**src/rtl/rca_add_seq.sv**
```systemverilog
// rca_add_seq: two-requester, byte-serial adder.
//
// One 8-bit ripple-carry adder is reused across NBYTES cycles, least
// significant byte first. The result is held until the consumer takes it.
//
// Parameters
//   NBYTES      operand width in bytes (2..8); W = 8*NBYTES
// Ports
//   clk         clock; all state changes on the rising edge
//   rst_n       asynchronous active-low reset
//   req0_*      requester 0: valid/ready, operands a/b (W bits), carry-in cin
//   req1_*      requester 1: same as requester 0
//   rsp_valid   result available (RESP state)
//   rsp_ready   consumer accepts the result
//   rsp_sum     a+b+cin modulo 2^W
//   rsp_cout    unsigned carry out of bit W-1
//   rsp_ovf     signed overflow
//   rsp_id      index of the requester that owns the result
//   busy        high whenever the FSM is not in IDLE
//   state       current FSM state, for debug visibility
//
// Handshake: a transfer happens on a rising edge where valid and ready are
// both high. Ready never depends on the sink's own valid in a way that could
// form a loop, and req*_ready never depends on rsp_ready.

module ripple_adder_8bit (
  input  logic [7:0] a,
  input  logic [7:0] b,
  input  logic       cin,
  output logic [7:0] sum,
  output logic       cout
);
  logic c;

  always_comb begin
    sum = '0;
    c   = cin;
    for (int i = 0; i < 8; i++) begin
      sum[i] = a[i] ^ b[i] ^ c;
      c      = (a[i] & b[i]) | (c & (a[i] ^ b[i]));
    end
    cout = c;
  end
endmodule

module rca_add_seq #(
  parameter int NBYTES = 4
) (
  input  logic                  clk,
  input  logic                  rst_n,
  input  logic                  req0_valid,
  output logic                  req0_ready,
  input  logic [8*NBYTES-1:0]   req0_a,
  input  logic [8*NBYTES-1:0]   req0_b,
  input  logic                  req0_cin,
  input  logic                  req1_valid,
  output logic                  req1_ready,
  input  logic [8*NBYTES-1:0]   req1_a,
  input  logic [8*NBYTES-1:0]   req1_b,
  input  logic                  req1_cin,
  output logic                  rsp_valid,
  input  logic                  rsp_ready,
  output logic [8*NBYTES-1:0]   rsp_sum,
  output logic                  rsp_cout,
  output logic                  rsp_ovf,
  output logic                  rsp_id,
  output logic                  busy,
  output logic [1:0]            state
);
  localparam int W = 8 * NBYTES;

  localparam logic [1:0] IDLE = 2'd0;
  localparam logic [1:0] ADD  = 2'd1;
  localparam logic [1:0] RESP = 2'd2;

  localparam logic [2:0] IDX_LAST = 3'(NBYTES - 1);

  // Operands shift right one byte per ADD cycle so the adder always sees
  // byte 0 of the shift registers; the sum shifts in from the top so that
  // after NBYTES cycles byte 0 of the result sits at the bottom.
  logic [W-1:0] a_sh;
  logic [W-1:0] b_sh;
  logic [W-1:0] sum_q;
  logic         carry;
  logic [2:0]   idx;
  logic         last_served;
  logic         id_q;
  logic         cout_q;
  logic         ovf_q;

  logic         grant0;
  logic         grant1;
  logic [7:0]   add_sum;
  logic         add_cout;

  ripple_adder_8bit u_adder (
    .a    (a_sh[7:0]),
    .b    (b_sh[7:0]),
    .cin  (carry),
    .sum  (add_sum),
    .cout (add_cout)
  );

  // Round-robin on a tie: the requester not served last wins.
  always_comb begin
    grant0 = 1'b0;
    grant1 = 1'b0;
    if (state == IDLE) begin
      if (req0_valid && (!req1_valid || last_served)) grant0 = 1'b1;
      else if (req1_valid)                            grant1 = 1'b1;
    end
  end

  assign req0_ready = grant0;
  assign req1_ready = grant1;
  assign rsp_valid  = (state == RESP);
  assign busy       = (state != IDLE);
  assign rsp_sum    = sum_q;
  assign rsp_cout   = cout_q;
  assign rsp_ovf    = ovf_q;
  assign rsp_id     = id_q;

  always_ff @(posedge clk or negedge rst_n) begin
    if (!rst_n) begin
      state       <= IDLE;
      a_sh        <= '0;
      b_sh        <= '0;
      sum_q       <= '0;
      carry       <= 1'b0;
      idx         <= '0;
      last_served <= 1'b1;
      id_q        <= 1'b0;
      cout_q      <= 1'b0;
      ovf_q       <= 1'b0;
    end else begin
      case (state)
        IDLE: begin
          if (grant0 || grant1) begin
            a_sh        <= grant1 ? req1_a   : req0_a;
            b_sh        <= grant1 ? req1_b   : req0_b;
            carry       <= grant1 ? req1_cin : req0_cin;
            id_q        <= grant1;
            last_served <= grant1;
            idx         <= '0;
            state       <= ADD;
          end
        end
        ADD: begin
          sum_q <= {add_sum, sum_q[W-1:8]};
          a_sh  <= a_sh >> 8;
          b_sh  <= b_sh >> 8;
          carry <= add_cout;
          idx   <= idx + 3'd1;
          if (idx == IDX_LAST) begin
            // On the top byte, bit 7 of the shifted operands is bit W-1;
            // a^b^sum there recovers the carry into the sign bit.
            cout_q <= add_cout;
            ovf_q  <= a_sh[7] ^ b_sh[7] ^ add_sum[7] ^ add_cout;
            state  <= RESP;
          end
        end
        RESP: begin
          if (rsp_ready) state <= IDLE;
        end
        default: state <= IDLE;
      endcase
    end
  end
endmodule

```
**config.mk**
```make
export PLATFORM = sky130hd
export DESIGN_NAME = rca_add_seq
export DESIGN_NICKNAME = d
export VERILOG_FILES = /design/src/rtl/rca_add_seq.sv
export SDC_FILE = /design/constraint.sdc
export NUM_CORES = 1
export LEC_CHECK = 0
export ABC_AREA = 1
export ABC_CLOCK_PERIOD_IN_PS = 3900
export CORE_MARGIN = 2
export CORE_UTILIZATION = 43
export CTS_CLUSTER_SIZE = 10
export DETAILED_ROUTE_END_ITERATION = 10
export GPL_TIMING_DRIVEN = 0
export HOLD_SLACK_MARGIN = 0.1
export PLACE_DENSITY_LB_ADDON = 0.12
export REMOVE_ABC_BUFFERS = 1
export SLEW_MARGIN = 20
export SYNTH_ARGS = -nofsm -noshare
export SYNTH_HDL_FRONTEND = slang
export SYNTH_SLANG_ARGS = --single-unit
```
**constraint.sdc**
```tcl
create_clock -name clk -period 3.9 [get_ports clk]
set_clock_uncertainty 0.2 [all_clocks]
set_input_delay 1.17 -clock clk [delete_from_list [all_inputs] [get_ports clk]]
set_output_delay 1.17 -clock clk [all_outputs]
set_load 0.05 [all_outputs]
```
# == Yosys cells after proc, flatten, opt, wreduce, memory -nomap -nowiden ==
# Cells that the tools add are included.
# W data, S select, Z words.
# totals
out_inout_bits,41
latch_bits,0
mem_bits_rw,0
in_bits,135
romBits,0
regBits,106
word_cells,90
mem_count,0
# op_classes
mul,0
div_mod_pow,0
n_eq_ne,6
n_reduce_logical,11
order_cmp,0
n_mux,20
n_bitwise,42
n_addsub,1
shift,0
# op_table
op,n
$mux W32,4
$pmux W32 S2,2
$xor A1 B1 Y1,18
$and A1 B1 Y1,16
$or A1 B1 Y1,8
$mux W1,7
$mux W2,3
$pmux W2 S3,1
$pmux W3 S2,1
$reduce_and A2 Y1,3
$ne A2 B1 Y1 const B,2
$reduce_bool A2 Y1,2
$add A3 B1 Y3 const B,1
$eq A3 B2 Y1 const B,1
$mux W3,1
$reduce_and A3 Y1,1
$eq A2 B1 Y1 const B,1
$eq A2 B2 Y1 const B,1
$logic_not A2 Y1,1
$logic_or A1 B1 Y1,2
$ne A2 B2 Y1 const B,1
$pmux W1 S2,1
$logic_and A1 B1 Y1,1
$logic_not A1 Y1,1

# == Logic depth before layout (Yosys ltp) ==
# depth
ltp_word,18
depth_mapped,12
depth_no_buf,12

# == By module ==
# A second synthesis with hierarchy kept.
# unflattened
cells_unflattened,798
area_unflattened_um2,5935.7
# modules_own_cells
mod,cells_per_inst,seq_area_each_um2,area_each_um2,n_inst
rca_add_seq,780,2653.8,5738.0,1
ripple_adder_8bit,18,0.0,197.7,1

# == Least setup slack after synthesis ==
# Ideal clock, no wire load.
# synth_timing
path_type,register to register
start,reg a_sh[0]
end,reg ovf_q (netlist: rsp_ovf)
n_path_buf,0
path_slack_ns,-0.042
required_time_ns,3.573
stages_incl_launch_ff,13
arrival_ns,3.615
setup_ns,0.127
path_cell_list,dfrtp_1 > fa_1 > fa_1 > fa_1 > fa_1 > fa_1 > inv_1 > fa_1 > inv_1 > fa_1 > fa_1 > xnor2_1 > o21ai_0
# synth_via
elab_chain_len,18
word_cells_on_any_way,21
# synth_rtl
item,line,rtl
start: declaration,81,logic [W-1:0] a_sh;
start signal: assignment,139,a_sh <= grant1 ? req1_a : req0_a;
start signal: assignment,150,a_sh <= a_sh >> 8;
$xor A1 B1 Y1,40,c = (a[i] & b[i]) | (c & (a[i] ^ b[i]));
$and A1 B1 Y1,40,
$or A1 B1 Y1 (*),40,
$and A1 B1 Y1 (*),40,
$or A1 B1 Y1 (*),40,
$and A1 B1 Y1 (*),40,
$or A1 B1 Y1 (*),40,
$and A1 B1 Y1 (*),40,
(+3 left out),-,
$and A1 B1 Y1 (*),40,
$or A1 B1 Y1 (*),40,
$and A1 B1 Y1 (*),40,
$or A1 B1 Y1 (*),40,
$and A1 B1 Y1 (*),40,
$or A1 B1 Y1 (*),40,
net add_cout,94,logic add_cout;
$xor A1 B1 Y1 (*),158,ovf_q <= a_sh[7] ^ b_sh[7] ^ add_sum[7] ^ add_cout;
end signal: assignment,158,
end: declaration,89,logic ovf_q;
# Mark *: on every way through the listed nets, which the timed path passes. The rest lies on a longest branch.
# A chain may end at the register's enable or synchronous reset.

# == Final worst setup path ==
# layout_timing
start,reg a_sh[0]
end,reg sum_q[31] (netlist: rsp_sum[31])
# layout_via
elab_chain_len,16
word_cells_on_any_way,17
# layout_rtl
item,line,rtl
$xor A1 B1 Y1,40,
$and A1 B1 Y1,40,
$or A1 B1 Y1 (*),40,
$and A1 B1 Y1 (*),40,
$or A1 B1 Y1 (*),40,
$and A1 B1 Y1 (*),40,
$or A1 B1 Y1 (*),40,
$and A1 B1 Y1 (*),40,
$or A1 B1 Y1 (*),40,
$and A1 B1 Y1 (*),40,
$or A1 B1 Y1 (*),40,
$and A1 B1 Y1 (*),40,
$or A1 B1 Y1 (*),40,
$and A1 B1 Y1 (*),40,
$or A1 B1 Y1 (*),40,
$xor A1 B1 Y1 (*),39,sum[i] = a[i] ^ b[i] ^ c;
net add_sum[7],93,logic [7:0] add_sum;
end signal: assignment,149,"sum_q <= {add_sum, sum_q[W-1:8]};"
end: declaration,83,logic [W-1:0] sum_q;
# Marked as above.

==> flow_summary.yaml <==
run_status:
  status: "finished clean"
synthesis:
  synthTopCellsByCount: "nand2_1 (195), nand3_1 (164), inv_1 (140), dfrtp_1 (105), nand4_1 (49)"
  synth.area.top_cells: "dfrtp_1 (45%), nand3_1 (14%), nand2_1 (13%)"
  ys.flop_type: "dfrtp_1"
  ys_seq_elements: 106
  synthMuxAreaShare_pct: 0
  synth_top_area_share_pct: 44.9
  synth-xor-area-share_pct: 0.150
  synth.distinct_cells: 26
  yosysWarningCount: 0
  netlist_instances: 782
  synth-edff-count: 0
  synth_compound_area_share_pct: 3.63
  synth-simple-area-share_pct: 34.3
  async_reset_ff_share_pct: 100
  syn-cell-area_sq_um: 5850
  synth_fa_ha_area_share_pct: 3.16
  synth_top_cell_by_area: "dfrtp_1"
  synth_top_family_by_area: "simple AND/OR/NAND/NOR gates"
  synth_seq_area_share_pct: 45.3
  avgSynthCellArea_sq_um: 7.48
  yosysMostFrequentCell: "nand2_1"
clocking:
  clk_root_buffer_cell: "clkbuf_16"
  cts_hold_buf: 0
  htreeDepth: 3
  cts_tree: "done"
  clock_latency_ps: 350
  numClockSinks: 106
  cts-buffers-inserted: 9
  path_clk_slew_ps: 70
  clockBufferDepth: 2
worst_hold_path:
  hold_end: "b_sh[30]"
  hold_class: "reg2reg"
  holdPathStages: 2
  hold_start: "b_sh[30]"
worst_setup_path:
  worstPathMaxFanout: 2
  worst_path_largest_cell_delay_ps: 530
  r2r_slack_ps: 100
  end_kind: "register"
  required_ps: 3970
  rr_endpoint: "rsp_sum[31]"
  cpLargestDelayFamily: "adder cells"
  rr_startpoint: "a_sh[0]"
  critPathSlowestCell: "fa_2"
  critical_path_class: "reg2reg"
  path_buf_inv: 2
  cp-start-kind: "register"
  rr_worst_depth: 12
  arrival_ps: 3870
  worstPathCellList: "fa_2, fa_2, fa_2, fa_2, fa_2, inv_2, fa_2, inv_2, fa_2, fa_2, nand2_1, o21ai_1"
  crit_top_cell: "fa_2"
placement:
  placed_cell_area_sq_um: 7700
  place_hpwl_um: 9620
  port_buffers: 175
  preCtsSetupSlack_ps: -1640
  gp_congestion: 0.731
  place_inst: 1084
timing:
  rsz0062_at_grt: "true"
  fin_crit_sh_pct: 97.3
  layout_setup_ws_ps: 104
  slew_violations: 0
  setup_viol: 0
  finalHoldViolations: 0
  fmax_mhz: 263
  slew_headroom_pct: 28.1
  post-route-min-period_ps: 3800
  worst_slew_pin_slew_ps: 1080
floorplan:
  ios: 176
  die_x_um: 121
  core_area_sq_um: 13200
  die_height_um: 121
  rows: 42
  start_util_pct: 44.2
  die_area_sq_um: 14600
drt:
  first_pass_iters: 4
  drc: 0
  drt_iter0_drc: 324
  vias: 5514
  viasPerCell: 4.98
  routed_wirelength_um: 15100
  drtAntennaViolNets: 0
  post_drt_wl_per_cell_um: 13.6
cells_and_area:
  stdcell_count: 1107
  layout-area-overhead-vs-synth_pct: 38.0
  layout-drive-gt1-share_pct: 6.77
  fin_nets: 1072
  insertedDiodeCount: 0
  fillers: 1214
  final_area_sq_um: 8080
job:
  maxCapViolCount: 0
pwr:
  power_density_nw_per_um2: 789
  p_leak_nw: 4.03
  max-vdd-ir-drop_mv: 0.377
global_route:
  first_global_vias: 5283
  antenna_found_initial: 0
  grt-ovfl-total: 0
  grt_max_degree: 84
  grt_usage_pct: 21.7
  grt_pass1_wl_um: 25400
==> cell type report <==
cell class / count / area [sq um] / share of cell area [%]
Clock inverter: 3 / 17.5 / 0.217
Sequential cell: 106 / 2650 / 32.9
Inverter: 142 / 536 / 6.63
Multi-Input combinational cell: 483 / 2510 / 31.1
Timing Repair Buffer: 185 / 1900 / 23.5
Tap cell: 176 / 220 / 2.73
Clock buffer: 12 / 236 / 2.93
==> worst max-delay path by stage <==
stage | start | to | cells after the start
final | a_sh[0] | rsp_sum[31] | 12
after global routing | a_sh[0] | rsp_ovf | 12
after CTS | a_sh[0] | rsp_ovf | 12
after detailed placement | req1_valid | req1_ready | 7
after global placement | rst_n | b_sh[25] | 1
after floorplan | req1_valid | req1_ready | 4
==> cells in the final DEF, fill, tap and decap left out, drive strengths merged <==
master	instances
a21oi	4
buf	12
clkbuf	13
clkdlybuf4s15	1
clkdlybuf4s50	170
clkinv	2
clkinvlp	1
dfrtp	105
dfstp	1
dlygate4sd2	1
fa	8
ha	2
inv	142
nand2	199
nand3	167
nand3b	2
nand4	49
nor2	5
o211ai	1
o21ai	32
o22ai	1
o31ai	1
or2	11
xnor2	1
==> cells by family after synthesis <==
family          count (synthesis)
fa+ha+maj                      10
compound gates                 39
simple gates                  430
xor+xnor                        1
flops                         106
buf+inv                       196
==> per-layer routing <==
layer / GRT usage (%) / vias up / part of all wire (%)
met2: 35.3 / 154 / 47
li1: - / 2788 / -
met1: 29.6 / 2550 / 46
met3: 2.97 / 22 / 5.1
met5: 0 / - / 0
met4: 8.07 / 0 / 2.1
==> worst min-delay path, cell delays in order (launching register included) <==
cell     delay (ps)
dfrtp_1         340
nand2_1          50
nand2_1          40
==> per-stage QoR <==
step | hold slack, ps | util, % | TNS (ps) | power (mW)
2_1_floorplan | 242 | - | -1610 | 4.23
3_3_place_gp | 254 | 57.2 | -358480 | 5.28
3_5_place_dp | 258 | 58.2 | -10590 | 5.45
4_1_cts | 276 | 60.8 | 0 | 6.40
5_1_grt | 287 | 61.0 | -10.2 | 6.92
6_report | 270 | 61.0 | 0 | 6.37
==> state kept, by name, indices dropped and copies added, names as in the netlist <==
name and cells:
last_served 1, b_sh 32, state 2, rsp_id 1, a_sh 32, carry 1, rsp_sum 32, idx 3
rsp_ovf 1, rsp_cout 1
==> power by group <==
group | total (mW) | switching, mW | leakage (nW) | internal, mW
clock network | 0.819 | 0.391 | 0.122 | 0.428
logic | 3.60 | 2.34 | 2.58 | 1.26
registers | 1.95 | 0.316 | 1.33 | 1.63
total | 6.37 | 3.04 | 4.03 | 3.33
==> timing repair <==
item	4_1_cts	5_1_grt
setup endpoints to repair	6	22
resized for setup	22	9
gates cloned	3	0
pin swaps	5	2
setup buffers	4	1
endpoints found under the hold margin	0	0
Power figures use the tool's default switching activity.
